## src/rtl/conv_sequencer.sv

```systemverilog
// Sequencer for a 2x2 output-map convolution pass: steers accumulator position/enable per PE tap.
// Optional abort input is compiled in when CONV_SEQ_ABORT_EN is defined.
module conv_sequencer (
    input  logic       clk,
    input  logic       rst,
    input  logic       start,
    input  logic [3:0] cfg_taps,
    input  logic       p_valid,
`ifdef CONV_SEQ_ABORT_EN
    input  logic       abort,
`endif
    output logic       p_ready,
    output logic [2:0] ctrl,
    output logic       busy,
    output logic       out_valid,
    output logic [1:0] out_idx,
    output logic       done
);

    typedef enum logic [1:0] {
        IDLE  = 2'd0,
        ACC   = 2'd1,
        FLUSH = 2'd2,
        DONE  = 2'd3
    } state_t;

    state_t     state;
    state_t     state_nxt;
    logic [3:0] taps;
    logic [3:0] tap_cnt;
    logic [1:0] pos;
    logic       ov_q;
    logic [1:0] idx_q;
    logic       abort_hit;
    logic       tap_acc;
    logic       last_tap;

    always_comb begin
        abort_hit = 1'b0;
`ifdef CONV_SEQ_ABORT_EN
        abort_hit = abort & ((state == ACC) | (state == FLUSH));
`endif
        tap_acc   = (state == ACC) & p_valid & ~abort_hit;
        last_tap  = tap_acc & (tap_cnt == (taps - 4'd1));

        state_nxt = state;
        case (state)
            IDLE:    if (start) state_nxt = ACC;
            ACC: begin
                if (abort_hit)                       state_nxt = IDLE;
                else if (last_tap && (pos == 2'd3))  state_nxt = FLUSH;
            end
            FLUSH:   state_nxt = abort_hit ? IDLE : DONE;
            DONE:    state_nxt = IDLE;
            default: state_nxt = IDLE;
        endcase

        p_ready   = (state == ACC);
        busy      = (state == ACC) | (state == FLUSH);
        ctrl      = ((state == ACC) && !abort_hit) ? {p_valid, pos} : 3'b000;
        // Result pulse is registered one cycle after the last tap; an abort squashes it.
        out_valid = ov_q & ~abort_hit;
        out_idx   = idx_q;
        done      = (state == DONE);
    end

    always_ff @(posedge clk or negedge rst) begin
        if (!rst) begin
            state   <= IDLE;
            taps    <= 4'd1;
            tap_cnt <= '0;
            pos     <= '0;
            ov_q    <= 1'b0;
            idx_q   <= '0;
        end else begin
            state <= state_nxt;
            ov_q  <= last_tap;
            if (last_tap) idx_q <= pos;
            if ((state == IDLE) && start) begin
                taps    <= (cfg_taps == 4'd0) ? 4'd1 : cfg_taps;
                tap_cnt <= '0;
                pos     <= '0;
            end else if (tap_acc) begin
                if (last_tap) begin
                    tap_cnt <= '0;
                    // Position saturates at c22 so a finished pass never wraps.
                    if (pos != 2'd3) pos <= pos + 2'd1;
                end else begin
                    tap_cnt <= tap_cnt + 4'd1;
                end
            end
        end
    end

endmodule

```

## config.mk

```make
export PLATFORM = sky130hd
export DESIGN_NAME = conv_sequencer
export DESIGN_NICKNAME = d
export VERILOG_FILES = /design/src/rtl/conv_sequencer.sv
export SDC_FILE = /design/constraint.sdc
export NUM_CORES = 1
export LEC_CHECK = 0
export CAP_MARGIN = 0
export CORE_MARGIN = 3
export CORE_UTILIZATION = 45
export DETAILED_ROUTE_END_ITERATION = 16
export PLACE_DENSITY = 0.7
export SYNTH_ARGS = -nofsm -noshare
export SYNTH_HDL_FRONTEND = slang
export SYNTH_SLANG_ARGS = --single-unit
export TNS_END_PERCENT = 1
```

## constraint.sdc

```tcl
create_clock -name clk -period 5.18 [get_ports clk]
set_clock_uncertainty 0.15 [all_clocks]
set_input_delay 0.777 -clock clk [delete_from_list [all_inputs] [get_ports clk]]
set_output_delay 0.777 -clock clk [all_outputs]
set_load 0.01 [all_outputs]
```

==> metrics.md <==
| Metric | Value |
|---|---|
| Main synth FF type | dfrtp_1 |
| Overall power | 0.000578 W |
| Total track usage | 14.3% |
| Crit start category | primary input |
| Initial Utilization | 50.8% |
| Ant. Diodes | 0 |
| Leak Pwr | 0.505 nW |
| Max Root-Sink Buffers | 2 |
| Worst setup EP type | output port |
| DRC | 0 |
| Vias | 668 |
| Pwr Density | 503 nW/um^2 |
| I/O pins | 17 |
| Vias/cell | 5.26 |
| Worst path max stage delay | 560 ps |
| Yosys reg bits | 15 |
| Mapped Nets | 99 |
| Worst slew pin tran | 683 ps |
| Crit path arrival time | 2050 ps |
| Tmin final | 2980 ps |
| Fin. max-slew vios | 0 |
| Crit Path Class | in -> out |
| Final setup viols | 0 |
| Peak Freq | 0.336 GHz |
| Post-Syn Instances | 83 |
| Crit path max-delay cell type | clkdlybuf4s50_1 |
| Root Driver | clkbuf_4 |
| Post-synth ARST share | 100% |
| Most frequent CP cell | clkdlybuf4s50_1 |
| Crit path cell chain | clkdlybuf4s50_1 > nand2_1 > inv_2 > clkdlybuf4s50_1 |
| Synth Cell Area | 935 um^2 |
| Post-cts resize count | 0 |
| Worst hold path class | reg -> reg |
| Iteration-0 DRC Markers | 7 |
| CP top delay family | buffers and inverters |
| Row Count | 15 |
| Outcome | complete, no violations |
| Hold-fix buffers, CTS | 0 |
| Port Buf Inserts | 16 |
| Seq/Total Area, Yosys | 40.3% |
| Global-route wire length before repair | 2790 um |
| Syn_area_per_cell | 11.3 um^2 |
| Area share of the largest cell type after synthesis | 37.5% |
| Die ar. | 2660 um^2 |
| Number of max-cap violations | 0 |
| Inserted Clock Buffers | 3 |
| Grt ovf | 0 |
| Headroom to the max-slew limit | 54.3% |
| WL final | 1620 um |
| Largest net degree at the start of global routing | 16 |
| DP HPWL | 1290 um |
| Die height | 51.6 um |
| Initial antenna violation count | 0 |
| Synth Warn # | 0 |
| Drt pass-1 iters | 4 |
| Final hold vios | 0 |
| Fraction of the cycle the final worst path needs | 57.5% |
| Die W | 51.6 um |
| Setup TNS | 0 ps |
| Area Growth Syn to Fin | 23.0% |
| Final nets | 119 |
| Number of global-route vias before repair | 635 |
| Worst vdd ir | 0.000350 V |
| Worst EP required | 4250 ps |
| Worst-Skew Late Latency | 280 ps |
| Post-synth cell types | 35 |
| Number of synthesized flops with an enable pin | 0 |
| Largest cells by area after synthesis | dfrtp_1, ha_1, xor2_2 |
| Post-CTS setup repair buffer count | 0 |
| Crit path max fanout | 9 |
| Clock transition at path regs | 90 ps |
| Final Wtd Congestion | 0.788 |
| Unrepaired setup endpoints after global routing | no |
| Layout cells sized above 1 | 16.7% |
| Area leader, netlist | dfrtp_1 |
| H-tree levels | 1 |
| Antenna Violating Nets Remaining | 0 |
| CTS tree | yes |
| Routed len/inst | 12.7 um |
| CTS sink cnt | 15 |
| Core area | 1840 um^2 |
| Buf+Inv Stages, Crit Path | 3 |
-- per-stage QoR --
stage                     hold slack (ps)  setup slack (ps)  instances  utilization [%]  cell area, um^2
after global placement                347              2210        123             61.0             1120
final                                 383              2200        127             62.5             1150
after global routing                  406              2140        127             62.5             1150
after CTS                             388              2200        127             62.5             1150
after detailed placement              366              2210        123             61.0             1120
after floorplan                       331              3110         83                -              935
-- cell usage in the layout, fill, tap and decap left out, drive strengths merged --
cell type      count
and3               1
nor2b              1
xnor2              1
xor2               4
and2               2
clkbuf             3
a21oi              1
a31oi              2
nand3              5
a311oi             2
o31ai              3
or4                1
xnor3              1
nor3               5
nand2b             1
ha                 8
clkdlybuf4s50     16
clkinv             1
dfrtp             14
o21ai              5
nand2              4
a31o               1
inv                6
dfstp              1
and4               1
nand4              1
a21boi             1
mux2               5
nor2               4
a41o               1
-- registers in the layout, indices dropped and copies added, names as in the netlist --
name	flops
out_idx	2
pos	2
tap_cnt	4
state	2
taps	4
out_valid	1
-- report_power, final --
group | switching (W) | internal, W
sequential | 0.0000427 | 0.000160
clock | 0.0000363 | 0.0000286
combinational | 0.000158 | 0.000153
total | 0.000237 | 0.000341
-- cells by family (layout without fill, tap and decap cells) --
group	after synthesis	in the layout	share of synthesized area, %
flip-flops	15	15	40.3
adder cells (fa/ha/maj)	8	8	10.7
multiplexers	5	5	6.83
AND/OR/NAND/NOR	26	26	17.4
buffers and inverters	7	26	2.81
XOR/XNOR	6	6	9.64
AO/OA/AOI/OAI	16	16	12.3
-- routing by layer --
metal | part of all wire (%) | wire [um] | GRT usage (%) | up-vias
met5 | 0 | 0 | 0 | -
met4 | 0.62 | 10 | 2.62 | 0
met3 | 5.9 | 96 | 5.44 | 2
met2 | 48 | 783 | 24.4 | 15
met1 | 45 | 727 | 17.3 | 317
li1 | - | - | - | 334
-- cell type report --
| class | count | area, um^2 |
|---|---|---|
| Timing Repair Buffer | 16 | 160 |
| Inverter | 6 | 22.5 |
| Clock buffer | 3 | 22.5 |
| Multi-Input combinational cell | 61 | 532 |
| Sequential cell | 15 | 377 |
| Clock inverter | 1 | 5.00 |
| Tap cell | 25 | 31.3 |
| Fill cell | 175 | 689 |
-- path summary, 6_finish.rpt --
| path | endpoint | slack (ps) | cells after the start | start |
|---|---|---|---|---|
| setup reg to reg | out_idx[1]$_DFFE_PN0P_ | 2990 | 6 | taps[0]$_DFFE_PN1P_ |
| max in group asynchronous | taps[2]$_DFFE_PN0P_ | 3690 | 1 | rst |
| hold reg to reg | out_idx[1]$_DFFE_PN0P_ | 380 | 1 | out_idx[1]$_DFFE_PN0P_ |
| hold / removal | out_idx[1]$_DFFE_PN0P_ | 380 | 1 | out_idx[1]$_DFFE_PN0P_ |
| setup / recovery | ctrl[2] | 2200 | 4 | p_valid |
| min in group asynchronous | tap_cnt[0]$_DFFE_PN0P_ | 750 | 1 | rst |
-- synthesized netlist by cell type (2+ instances only) --
master   instances
nor2_1           3
xor2_2           3
a31oi_1          2
nand3_1          5
mux2_1           3
nand2_1          4
mux2_4           2
ha_1             8
o31ai_1          3
o21ai_0          4
and2_1           2
dfrtp_1         14
inv_1            5
nor3_1           4
(Power assumes the default switching activity.)
